==> src/rtl/fetch_buffer_unit.sv <==
// Fetch front end: sequential PC generation, credit-limited imem requests and a DEPTH-entry
// instruction FIFO towards Decode. Optional same-cycle bypass guarded by FETCH_BYPASS_EN.
module fetch_buffer_unit #(
  parameter int                  PC_SIZE         = 32,
  parameter int                  INSTR_SIZE      = 32,
  parameter int                  DEPTH           = 4,
  parameter int                  MAX_OUTSTANDING = 2,
  parameter logic [PC_SIZE-1:0]  RESET_PC        = {PC_SIZE{1'b0}}
) (
  input  logic                       clk,
  input  logic                       rst,
  input  logic                       redirect_valid,
  input  logic [PC_SIZE-1:0]         redirect_pc,
  output logic                       imem_req,
  output logic [PC_SIZE-1:0]         imem_addr,
  input  logic                       imem_gnt,
  input  logic                       imem_rvalid,
  input  logic [INSTR_SIZE-1:0]      imem_rdata,
  output logic                       dec_valid,
  output logic [INSTR_SIZE-1:0]      dec_instr,
  output logic [PC_SIZE-1:0]         dec_pc,
  input  logic                       dec_ready,
  output logic [$clog2(DEPTH):0]     occupancy
);

  localparam int PTR_W = $clog2(DEPTH);
  localparam int CNT_W = PTR_W + 1;
  localparam int OUT_W = $clog2(MAX_OUTSTANDING + 1);
  localparam int SUM_W = CNT_W + OUT_W + 1;

  logic [INSTR_SIZE-1:0] instr_mem_r [DEPTH];
  logic [PC_SIZE-1:0]    pc_mem_r    [DEPTH];
  logic [PTR_W-1:0]      wr_ptr_r;
  logic [PTR_W-1:0]      rd_ptr_r;
  logic [CNT_W-1:0]      count_r;
  logic [OUT_W-1:0]      outstanding_r;
  logic [OUT_W-1:0]      drop_cnt_r;
  logic [PC_SIZE-1:0]    fetch_pc_r;
  logic [PC_SIZE-1:0]    resp_pc_r;

  logic [OUT_W-1:0]      live_s;
  logic [SUM_W-1:0]      credit_sum_s;
  logic                  empty_s;
  logic                  req_s;
  logic                  gnt_s;
  logic                  rsp_live_s;
  logic                  bypass_s;
  logic                  push_s;
  logic                  pop_s;
  logic                  unused_s;

  assign unused_s = ^redirect_pc[1:0];

  // Zero-latency path only exists when the FIFO is empty and the response is not stale.
`ifdef FETCH_BYPASS_EN
  assign bypass_s = empty_s & rsp_live_s;
`else
  assign bypass_s = 1'b0;
`endif

  // Credit check counts buffered entries plus live (non-dropped) in-flight responses.
  always_comb begin
    live_s       = outstanding_r - drop_cnt_r;
    credit_sum_s = SUM_W'(count_r) + SUM_W'(live_s);
    empty_s      = (count_r == {CNT_W{1'b0}});
    req_s        = !rst && !redirect_valid && (outstanding_r < OUT_W'(MAX_OUTSTANDING)) &&
                   (credit_sum_s < SUM_W'(DEPTH));
    gnt_s        = req_s & imem_gnt;
    rsp_live_s   = imem_rvalid & !redirect_valid & (drop_cnt_r == {OUT_W{1'b0}});
    pop_s        = !redirect_valid & !empty_s & dec_ready;
    push_s       = rsp_live_s & !(bypass_s & dec_ready);
  end

  assign imem_req  = req_s;
  assign imem_addr = fetch_pc_r;
  assign occupancy = count_r;
  assign dec_valid = !rst & !redirect_valid & (!empty_s | bypass_s);
  assign dec_instr = bypass_s ? imem_rdata : instr_mem_r[rd_ptr_r];
  assign dec_pc    = bypass_s ? resp_pc_r  : pc_mem_r[rd_ptr_r];

  // Control state: redirect overrides grant, response and pop in the same cycle.
  always_ff @(posedge clk) begin
    if (rst) begin
      fetch_pc_r    <= RESET_PC;
      resp_pc_r     <= RESET_PC;
      wr_ptr_r      <= {PTR_W{1'b0}};
      rd_ptr_r      <= {PTR_W{1'b0}};
      count_r       <= {CNT_W{1'b0}};
      outstanding_r <= {OUT_W{1'b0}};
      drop_cnt_r    <= {OUT_W{1'b0}};
    end else if (redirect_valid) begin
      fetch_pc_r    <= {redirect_pc[PC_SIZE-1:2], 2'b00};
      resp_pc_r     <= {redirect_pc[PC_SIZE-1:2], 2'b00};
      wr_ptr_r      <= {PTR_W{1'b0}};
      rd_ptr_r      <= {PTR_W{1'b0}};
      count_r       <= {CNT_W{1'b0}};
      outstanding_r <= outstanding_r - OUT_W'(imem_rvalid);
      drop_cnt_r    <= outstanding_r - OUT_W'(imem_rvalid);
    end else begin
      if (gnt_s) begin
        fetch_pc_r <= fetch_pc_r + PC_SIZE'(4);
      end
      outstanding_r <= outstanding_r + OUT_W'(gnt_s) - OUT_W'(imem_rvalid);
      if (imem_rvalid && (drop_cnt_r != {OUT_W{1'b0}})) begin
        drop_cnt_r <= drop_cnt_r - OUT_W'(1);
      end
      if (rsp_live_s) begin
        resp_pc_r <= resp_pc_r + PC_SIZE'(4);
      end
      if (push_s) begin
        wr_ptr_r <= wr_ptr_r + PTR_W'(1);
      end
      if (pop_s) begin
        rd_ptr_r <= rd_ptr_r + PTR_W'(1);
      end
      case ({push_s, pop_s})
        2'b10:   count_r <= count_r + CNT_W'(1);
        2'b01:   count_r <= count_r - CNT_W'(1);
        default: count_r <= count_r;
      endcase
    end
  end

  // FIFO storage; never written while full thanks to the request credit check.
  always_ff @(posedge clk) begin
    if (push_s && !rst) begin
      instr_mem_r[wr_ptr_r] <= imem_rdata;
      pc_mem_r[wr_ptr_r]    <= resp_pc_r;
    end
  end

endmodule

==> config.mk <==
export PLATFORM = sky130hd
export DESIGN_NAME = fetch_buffer_unit
export DESIGN_NICKNAME = d
export VERILOG_FILES = /design/src/rtl/fetch_buffer_unit.sv
export SDC_FILE = /design/constraint.sdc
export NUM_CORES = 1
export LEC_CHECK = 0
export ABC_AREA = 1
export BUFFER_PORTS_ARGS = -buffer_cell sky130_fd_sc_hd__buf_2
export CAP_MARGIN = 20
export CORE_AREA = 8 8 165 167
export DETAILED_ROUTE_END_ITERATION = 16
export DIE_AREA = 0 0 173 175
export PLACE_DENSITY = 0.79
export SYNTH_ARGS = -nofsm -noshare
export SYNTH_HDL_FRONTEND = slang
export SYNTH_SLANG_ARGS = --single-unit
==> constraint.sdc <==
create_clock -name clk -period 4.7 [get_ports clk]
set_clock_uncertainty 0.05 [all_clocks]
set_input_delay 0.47 -clock clk [delete_from_list [all_inputs] [get_ports clk]]
set_output_delay 0.47 -clock clk [all_outputs]
set_load 0.02 [all_outputs]
* After elaboration in Yosys (flattened, before gate mapping)
Memories as Yosys holds them, arrays and structs flattened. A register that Yosys moved wholly into a read port is not among the register bits.
Index checks and enable logic that the tools add are counted.
** Storage, ports and cells
- Output and inout port bits :: 101
- Flip-flop bits (word level) :: 75
- Bits in writable memories :: 256
- Input bits :: 70
- Memories :: 2
** Operators by class
- Add/sub/neg operators :: 12
- Order comparisons :: 2
- Equal/unequal tests :: 2
- Mux-type cells :: 14
- Reductions and logical operators :: 16
- Bitwise gates (word level) :: 7
** Memory list
- instr_mem_r :: depth 4, bits a word 32, rd ports 1, clocked after Yosys merged registers in 1, write ports 1, line 31 : logic [INSTR_SIZE-1:0] instr_mem_r [DEPTH];
- pc_mem_r :: depth 4, bits a word 32, rd ports 1, clocked after Yosys merged registers in 1, write ports 1, line 32 : logic [PC_SIZE-1:0] pc_mem_r [DEPTH];
** Operators with widths (count)
- $mux 32 :: 4
- $add 32x3->32 const B :: 2
- $mux 2 :: 7
- $reduce_bool 2->1 :: 5
- $and 1x1->1 :: 7
- $pmux 3 s2 :: 1
- $logic_and 1x1->1 :: 5
- $add 2x1->2 const B :: 2
- $add 3x2->4 :: 1
- $lt 4x3->1 const B :: 1
- $sub 2x1->2 :: 2
- $add 3x1->3 const B :: 1
- $logic_not 1->1 :: 3
- $logic_not 3->1 :: 1
- $sub 3x1->3 const B :: 1
- $add 2x1->2 :: 1
- $eq 2x1->1 const B :: 1
- $eq 2x2->1 const B :: 1
- $logic_not 2->1 :: 1
- $lt 2x2->1 const B :: 1
- $mux 1 :: 2
- $reduce_or 2->1 :: 1
- $sub 2x1->2 const B :: 1
- $sub 2x2->2 :: 1

* Logic depth before layout (Yosys ltp)
Gate-level depths: netlist of the first run.
- Depth after elaboration :: 8
- Mapped depth :: 18
- Gate-level depth less buffers :: 17

* Least setup slack after synthesis of the first run
Ideal clock, no wire load.
- Path kind :: reg-to-reg
- Start :: reg drop_cnt_r[0]
- End :: mem instr_mem_r[0][0], enable pin
- Required time :: 4.168 ns
- Setup time :: 0.482 ns
- Cell stages (with the launch flop) :: 7
- Buffers on the path :: 0
- Setup slack :: 0.530 ns
- Data arrival time :: 3.637 ns
- Cells stage by stage :: dfxtp_1 inv_1 ha_1 nand2_1 clkinv_1 nand2_1 nor2_1
** On the way
- Cells in the longest elaborated chain, start to end :: 5
** RTL lines
- from (decl) :: line 37 : logic [OUT_W-1:0] drop_cnt_r;
- from (signal assigned) :: line 90 : drop_cnt_r <= {OUT_W{1'b0}};
- from (signal assigned) :: line 98 : drop_cnt_r <= outstanding_r - OUT_W'(imem_rvalid);
- from (signal assigned) :: line 105 : drop_cnt_r <= drop_cnt_r - OUT_W'(1);
- $logic_not 2->1 :: line 69 : rsp_live_s = imem_rvalid & !redirect_valid & (drop_cnt_r == {OUT_W{1'b0}});
- $and 1x1->1 :: line 69
- $logic_and 1x1->1 :: line 126 : if (push_s && !rst) begin
- $mux 1 :: line 126
- $mux 1 (not written as such) :: line 127 : instr_mem_r[wr_ptr_r] <= imem_rdata;
- to (decl) :: line 31
Every way passes these cells.

==> results.toml, run 1 <==
[run_status]
status = "finished clean"

[routing]
drc = 0
drt-total-wl_um = 34000
num_vias = 10801
ant_nets = 0
wire_per_inst_um = 17.8
vias_per_cell = 5.65
dr.first_iter.drc_count = 1056
firstDrtPassIters = 5

[layout]
seq_area_um2 = 8910
layout-drive-gt1-share = 0.161
fillCellCount = 1866
antennaDiodeCount = 0
fin_nets = 1640
syn2layout_area_growth_pct = 15.3
multi_input_area_um2 = 4410

[global_routing]
grtUsageTotal = 0.215
grt-ovfl-total = 0
grt_max_degree = 83
grt_pass1_wl_um = 53300
grt_pass1_vias = 10287
antenna_found_initial = 0

[sta]
relSlewSlack = 0.376
finalSetupViolations = 0
final_hold_viol_count = 0
fin_setup_tns_ns = 0
post-route-period-util = 0.704
tightestPinTransition_ns = 0.935
max_freq_mhz = 302
min_period_ns = 3.31
fin_ws_ns = 1.39
grt_setup_unrepaired = "no"
timing.final.max_slew_violations = 0

[synthesis]
synthesis.area_um2 = 14000
yosys_warnings = 0
seq_area_frac_synth = 0.637
synth_simple_gate_area_frac = 0.170
synth_area_leaders = "edfxtp_1 53%, dfxtp_1 10%, nand2_1 6.5%, o21ai_0 6.4%, nor2_1 6.1%"
synth_cell_types = 33
synth-seq-cells = 321
synth_top_family_by_area = "simple AND/OR/NAND/NOR gates"
synthCells = 1411
synth_compound_area_frac = 0.120
yosysTopAreaCellShare = 0.533
synth_edf_count = 248
synthXorXnorAreaFrac = 0.0100
yosys.area.top_type = "edfxtp_1"
synth_adder_area_share = 0.0131
ys.flop_type = "edfxtp_1"
async_flop_share = 0
muxShareOfSynthArea = 0
postSynthAreaPerCell_um2 = 9.91

[setup_path]
r2r_slack_ns = 1.48
required_ns = 4.18
slowest_delay_ns = 0.62
critPathMaxFanout = 48
path_cells = "clkinv_2 > buf_4 > o21ai_0 > o22ai_1 > buf_2"
crit_type = "flip-flop to output pin"
arrival_ns = 2.79
cp-start-kind = "flip-flop"
end_kind = "output pin"
critPathSlowestCell = "dfxtp_4"

[clock_network]
cts-buffers-inserted = 31
cts_setup_buffers = 0
clkTransAtPathRegs_ns = 0.06
cts_tree = "yes"
root_buffer = "clkbuf_16"
cts-resized-gates = 0
postCtsHoldBufs = 0
insertion_delay_ns = 0.55
htreeDepth = 1
clockBufferDepth = 3
cts_sinks = 321

[place]
dp_slack_ns = 1.44
numPortBuffers = 164
gp_congestion = 0.933
hpwl_um = 21000

[die]
core_area_um2 = 24700
initial_core_util = 0.567
rows = 58
boundaryPins = 171
die-width_um = 173
die_y_um = 175
die_area_um2 = 30300

[flow_run]
maxCapViolations = 0

[power]
ir_drop_v = 0.000289
powerDensity_nw_per_um2 = 378
leakagePower_uw = 0.00603

[worst_hold_path]
hold_class = "input pin to flip-flop"
[cells by family (layout without fill, tap and decap cells)]
| family | after synthesis | after routing |
|---|---|---|
| other | 1 | 4 |
| buffers and inverters | 172 | 338 |
| AO/OA/AOI/OAI | 314 | 314 |
| adder cells (fa/ha/maj) | 14 | 14 |
| XOR/XNOR | 16 | 16 |
| AND/OR/NAND/NOR | 573 | 573 |
| flip-flops | 321 | 321 |
[per-stage QoR]
stage               hold slack (ns)  power (µW)  instances  utilization  instance area, µm²
finish                       0.0825        6100       1910        0.654               16100
global route                 0.0683        6290       1910        0.654               16100
CTS                          0.0647        6120       1909        0.652               16100
detailed placement            0.407        3630       1852        0.610               15000
global placement              0.391        3620       1852        0.610               15000
floorplan                     0.386        3480       1414            -               14000
[cells in the mapped netlist, types with 7 or more instances]
cell and number:
nand3_1 56, nor2_2 7, nand4_1 11, a21oi_1 58, inv_1 103, o21ai_0 178, a31oi_1 9, buf_2 15
ha_1 13, o22ai_1 64, nor2_4 7, clkbuf_1 42, nand2_1 241, dfxtp_1 73, edfxtp_1 248, nor2_1 229
xor2_1 11
[worst paths after layout]
kind               startpoint            endpoint  depth (start not counted)
min reg2reg       rd_ptr_r[1]           flip-flop                          2
max reg2reg  outstanding_r[0]    outstanding_r[1]                         17
max                 flip-flop          dec_pc[11]                          5
min            imem_rdata[28]  instr_mem_r[3][28]                          1
[report_power, final]
part           total, µW  internal [µW]  switching (µW)
logic                380            121             259
registers           3200           3120            73.9
clock network       2520           1510            1010
[metal layers]
metal	GRT usage	routed length, µm	vias to the layer above
met1	0.279	14000	5077
met5	0	0	-
met2	0.367	16300	507
met4	0.0596	777	0
li1	-	-	5156
met3	0.0373	2890	61
[worst max-delay path: cells and delay by family (launching register included)]
family,cells,cell delay (ns)
compound gates,2,0.40
buf+inv,3,1.19
flops,1,0.62
[registers in the layout, indices dropped and copies added, names as in the netlist, named ones only]
signal and cells:
instr_mem_r 128, pc_mem_r 120, resp_pc_r 30, outstanding_r 2
occupancy 3, rd_ptr_r 2, drop_cnt_r 2, imem_addr 30
wr_ptr_r 2
[cells in the final DEF, fill, tap and decap left out, types with 13 or more instances in the layout]
cell,netlist,layout
a21oi_1,58,58
buf_2,15,164
clkbuf_16,0,32
dfxtp_1,73,71
edfxtp_1,248,248
ha_1,13,13
inv_1,103,102
nand2_1,241,241
nand3_1,56,56
nor2_1,229,225
o21ai_0,178,178
o22ai_1,64,64
[cell type report]
| cell class | instances | share of cell area |
|---|---|---|
| Clock buffer | 45 | 0.0570 |
| Clock inverter | 12 | 0.00822 |
| Inverter | 107 | 0.0251 |
| Multi-Input combinational cell | 921 | 0.274 |
| Sequential cell | 321 | 0.553 |
| Tap cell | 330 | 0.0256 |
| Timing Repair Buffer | 174 | 0.0576 |
Power figures use the tool's default switching activity.
==> run 2: changes to the inputs <==
--- a/config.mk
+++ b/config.mk
@@ -8,10 +8,10 @@
 export ABC_AREA = 1
 export BUFFER_PORTS_ARGS = -buffer_cell sky130_fd_sc_hd__buf_2
 export CAP_MARGIN = 20
-export CORE_AREA = 8 8 165 167
+export CORE_AREA = 8 8 172 174
 export DETAILED_ROUTE_END_ITERATION = 16
-export DIE_AREA = 0 0 173 175
-export PLACE_DENSITY = 0.79
+export DIE_AREA = 0 0 180 182
+export PLACE_DENSITY = 0.76
 export SYNTH_ARGS = -nofsm -noshare
 export SYNTH_HDL_FRONTEND = slang
 export SYNTH_SLANG_ARGS = --single-unit
==> constraint.sdc (replaced) <==
create_clock -name clk -period 3 [get_ports clk]
set_clock_uncertainty 0.05 [all_clocks]
set_input_delay 0.3 -clock clk [delete_from_list [all_inputs] [get_ports clk]]
set_output_delay 0.3 -clock clk [all_outputs]
set_load 0.02 [all_outputs]
==> results.toml, run 2 (synthesis gave the netlist of run 1 again) <==
[die]
initial_core_util = 0.525
rows = 60
core_area_um2 = 26700
die_area_um2 = 32800
boundaryPins = 171
die-width_um = 180
die_y_um = 182

[global_routing]
antenna_found_initial = 0
grt-ovfl-total = 0
grt_max_degree = 103
grt_pass1_vias = 10805
grt_pass1_wl_um = 55500
grtUsageTotal = 0.207

[sta]
final_hold_viol_count = 0
finalSetupViolations = 0
min_period_ns = 2.79
tightestPinTransition_ns = 0.748
fin_ws_ns = 0.211
relSlewSlack = 0.502
max_freq_mhz = 358
whs_ns = 0.0284
post-route-period-util = 0.930
fin_setup_tns_ns = 0
timing.final.max_slew_violations = 0

[clock_network]
root_buffer = "clkbuf_16"
htreeDepth = 1
clockBufferDepth = 3
cts-buffers-inserted = 31
cts_setup_buffers = 0
insertion_delay_ns = 0.54
cts_sinks = 321
clkTransAtPathRegs_ns = 0.06
cts_tree = "yes"

[routing]
drc = 0
firstDrtPassIters = 5
drt-total-wl_um = 34700
wire_per_inst_um = 17.7
num_vias = 10925
vias_per_cell = 5.57
dr.first_iter.drc_count = 806
ant_nets = 0

[layout]
layout-drive-gt1-share = 0.157
largest_register_ffs = 128
mostFrequentLayoutCell = "edfxtp_1"
reg.largest.list = "instr_mem_r (128), pc_mem_r (120)"
fillCellCount = 2087
fin_nets = 1682
regMostFlops = "instr_mem_r"
design_area_um2 = 16500
antennaDiodeCount = 0
syn2layout_area_growth_pct = 18.1
final_cell_mix = "248 x edfxtp_1, 241 x nand2_1, 225 x nor2_1, 178 x o21ai_0, 164 x buf_2"

[power]
clock_power_share = 0.394
leakagePower_uw = 0.00617
power.internal_uw = 7260
p_seq_frac = 0.538
p_sw_uw = 2070
powerDensity_nw_per_um2 = 565
power.total_uw = 9330
swShare = 0.222
ir_drop_v = 0.000459
p_comb_frac = 0.069

[setup_path]
required_ns = 3.36
crit_type = "flip-flop to flip-flop"
cp-start-kind = "flip-flop"
end_kind = "flip-flop"
critPathMaxFanout = 2
arrival_ns = 3.15

[place]
numPortBuffers = 164
placed_area_um2 = 15200
dp_slack_ns = 0.206
hpwl_um = 22500
gp_congestion = 0.918

[run_status]
status = "finished clean"

[flow_run]
maxCapViolations = 0

[worst_hold_path]
hold_class = "input pin to flip-flop"
run 2: cell count changes in the layout (fill, tap and decap cells not counted), sizes merged:
| cell | change |
|---|---|
| buf | +10 |
| clkbuf | -7 |
| clkinv | +6 |
| clkinvlp | +1 |
| dlygate4sd3 | +32 |
run 2: path summary, 6_finish.rpt:
check	to	startpoint	slack, ns	cells after the start
setup / recovery	outstanding_r[1]	outstanding_r[0]	0.21	17
hold / removal	resp_pc_r[15]	redirect_pc[15]	0.03	3
setup reg to reg	outstanding_r[1]	outstanding_r[0]	0.21	17
hold reg to reg	occupancy[2]	occupancy[2]	0.45	2
run 2: what timing repair did:
action | 4_1_cts | 5_1_grt
endpoints found under the hold margin | 128 | 0
hold buffers | 32 | 0
setup endpoints to repair | 0 | 1
resized for setup | 0 | 1
run 2: cell type report:
| cell class | instances | area, µm² | area share |
|---|---|---|---|
| clock inverters | 19 | 158 | 0.00954 |
| clock buffers | 38 | 802 | 0.0486 |
| repair buffers | 216 | 1390 | 0.0842 |
| flip-flops and latches | 321 | 8910 | 0.540 |
| inverters | 107 | 404 | 0.0245 |
| well taps | 341 | 427 | 0.0258 |
| multi-input cells | 921 | 4420 | 0.268 |
run 2: through the flow:
| step | utilization | cells |
|---|---|---|
| global placement | 0.571 | 1874 |
| CTS | 0.619 | 1963 |
| floorplan | - | 1414 |
| finish | 0.620 | 1963 |
| global route | 0.620 | 1963 |
| detailed placement | 0.571 | 1874 |
run 2: power by group through the flow:
| stage | clock network (µW) | logic [µW] | registers [µW] |
|---|---|---|---|
| 4_1_cts | 3730 | 639 | 5010 |
| 5_1_grt | 3900 | 708 | 5020 |
| 3_3_place_gp | 0 | 584 | 5100 |
| 2_1_floorplan | 0 | 353 | 5100 |
| 6_report | 3670 | 642 | 5010 |
| 3_5_place_dp | 0 | 601 | 5100 |
run 2: worst max-delay path: stages (launching register included):
cell and delay [ns]:
dfxtp_1 0.33, inv_1 0.07, ha_1 0.22, xnor2_2 0.15, xor2_1 0.16, inv_1 0.06
ha_1 0.27, nand3_1 0.08, nand2_1 0.08, nor2_4 0.09, nand2_2 0.06, ha_1 0.27
inv_1 0.04, ha_1 0.17, xor2_1 0.15, or2_2 0.27, nand3_1 0.07, a21oi_1 0.06
run 2: routing by layer:
metal | vias up | wire length (µm) | track usage
met5 | - | 0 | 0
met4 | 0 | 586 | 0.0560
met3 | 49 | 2410 | 0.0321
met2 | 436 | 16500 | 0.353
met1 | 5198 | 15100 | 0.271
li1 | 5242 | - | -
==> run 3: changes to the inputs <==
--- a/config.mk
+++ b/config.mk
@@ -11,7 +11,8 @@
 export CORE_AREA = 8 8 172 174
 export DETAILED_ROUTE_END_ITERATION = 16
 export DIE_AREA = 0 0 180 182
-export PLACE_DENSITY = 0.76
+export GPL_TIMING_DRIVEN = 0
+export PLACE_DENSITY_LB_ADDON = 0.12
 export SYNTH_ARGS = -nofsm -noshare
 export SYNTH_HDL_FRONTEND = slang
 export SYNTH_SLANG_ARGS = --single-unit
==> results.toml, run 3 (synthesis gave the netlist of run 1 again) <==
[layout]
largest_register_ffs = 128
finish.utilization = 0.636
layout-drive-gt1-share = 0.168
fin_nets = 1745
stdcell_count = 2028
fillCellCount = 2195
multi_input_area_um2 = 4440
regMostFlops = "instr_mem_r"
design_area_um2 = 17000
antennaDiodeCount = 0
final_cell_mix = "248 x edfxtp_1, 239 x nand2_1, 225 x nor2_1, 178 x buf_2, 178 x o21ai_0"
syn2layout_area_growth_pct = 21.3
seq_area_um2 = 8910
reg.largest.list = "instr_mem_r (128), pc_mem_r (120)"
mostFrequentLayoutCell = "edfxtp_1"

[global_routing]
antenna_found_initial = 0
grt_pass1_wl_um = 57300
grtUsageTotal = 0.219
grt_pass1_vias = 10627
grt-ovfl-total = 0
grt_max_degree = 30

[flow_run]
maxCapViolations = 0

[routing]
num_vias = 10989
routed-wl-met3_um = 2430
ant_nets = 0
drt-total-wl_um = 36800
wl_met2_um = 17700
vias_per_cell = 5.42
firstDrtPassIters = 8
top_layer_used = "met4"
drc = 0
dr.first_iter.drc_count = 705
m1WireLength_um = 15900
wire_per_inst_um = 18.2

[die]
die_area_um2 = 32800
die-width_um = 180
boundaryPins = 171
rows = 60
die_y_um = 182
initial_core_util = 0.525
core_area_um2 = 26700

[sta]
finalSetupViolations = 0
relSlewSlack = 0.490
tightestPinTransition_ns = 0.765
post-route-period-util = 0.964
grt_setup_unrepaired = "yes"
final_hold_viol_count = 0
min_period_ns = 2.89
max_freq_mhz = 346
whs_ns = 0.0592
timing.final.max_slew_violations = 0

[setup_path]
regToRegStartpoint = "outstanding_r[0]"
crit_type = "flip-flop to output pin"
critPathMaxFanout = 10
required_ns = 2.65
arrival_ns = 2.54
end_kind = "output pin"
cp-start-kind = "flip-flop"

[place]
hpwl_um = 25100
placed_cells = 1926
placed_area_um2 = 15500
gp_congestion = 0.912
numPortBuffers = 163

[clock_network]
clockBufferDepth = 3
cts_sinks = 321
insertion_delay_ns = 0.51
htreeDepth = 2
cts_tree = "yes"
cts-buffers-inserted = 34
root_buffer = "clkbuf_16"
clkTransAtPathRegs_ns = 0.06

[run_status]
status = "finished clean"

[power]
power.total_uw = 9760
powerDensity_nw_per_um2 = 575
ir_drop_v = 0.000327
leakagePower_uw = 0.00636

[worst_hold_path]
min_from = "redirect_pc[17]"
hold_class = "input pin to flip-flop"
## run 3: cell type report
cell class / instances / share of cell area
timing repair buffer: 212 / 0.0825
clock inverter: 20 / 0.0113
clock buffer: 42 / 0.0532
tap: 341 / 0.0252
sequential: 321 / 0.525
inverter: 107 / 0.0238
multi-input combinational: 921 / 0.262
buffer: 64 / 0.0170
## run 3: final timing paths
| check | to | slack (ns) | depth (start not counted) |
|---|---|---|---|
| setup / recovery | dec_pc[17] | 0.11 | 6 |
| hold / removal | resp_pc_r[17] | 0.06 | 3 |
| setup reg to reg | outstanding_r[1] | 0.18 | 17 |
| hold reg to reg | rd_ptr_r[1] | 0.43 | 2 |
## run 3: repair_timing
| action | 4_1_cts | 5_1_grt |
|---|---|---|
| endpoints found under the hold margin | 128 | 0 |
| resized for setup | 0 | 7 |
| setup endpoints to repair | 0 | 69 |
| hold buffers | 32 | 0 |
| setup buffers | 0 | 9 |
## run 3: per-layer routing
metal	global-route usage	vias up
met5	0	-
met4	0.0640	0
met3	0.0381	59
met2	0.371	431
met1	0.284	5124
li1	-	5375
## run 3: worst max-delay path, cell delays in order, from the launching register on
cell and delay, ns:
dfxtp_1 0.30, clkbuf_1 0.28, inv_1 0.34, buf_1 0.45, o21ai_0 0.18, o22ai_1 0.26
buf_2 0.23
## run 3: metrics by stage
| stage | TNS, ns | setup WS (ns) |
|---|---|---|
| finish | 0 | 0.108 |
| floorplan | -43.26 | -0.174 |
| CTS | 0 | 0.0100 |
| global route | -0.0275 | -0.0275 |
| global placement | -426.04 | -1.78 |
| detailed placement | 0 | 0.0134 |
## run 3: power by group
| part | switching [µW] | total (µW) | internal (µW) | leakage (µW) |
|---|---|---|---|---|
| clock | 1670 | 4080 | 2410 | 0.000534 |
| sequential | 117 | 5010 | 4900 | 0.00284 |
| combinational | 431 | 671 | 240 | 0.00298 |
| total | 2210 | 9760 | 7550 | 0.00636 |
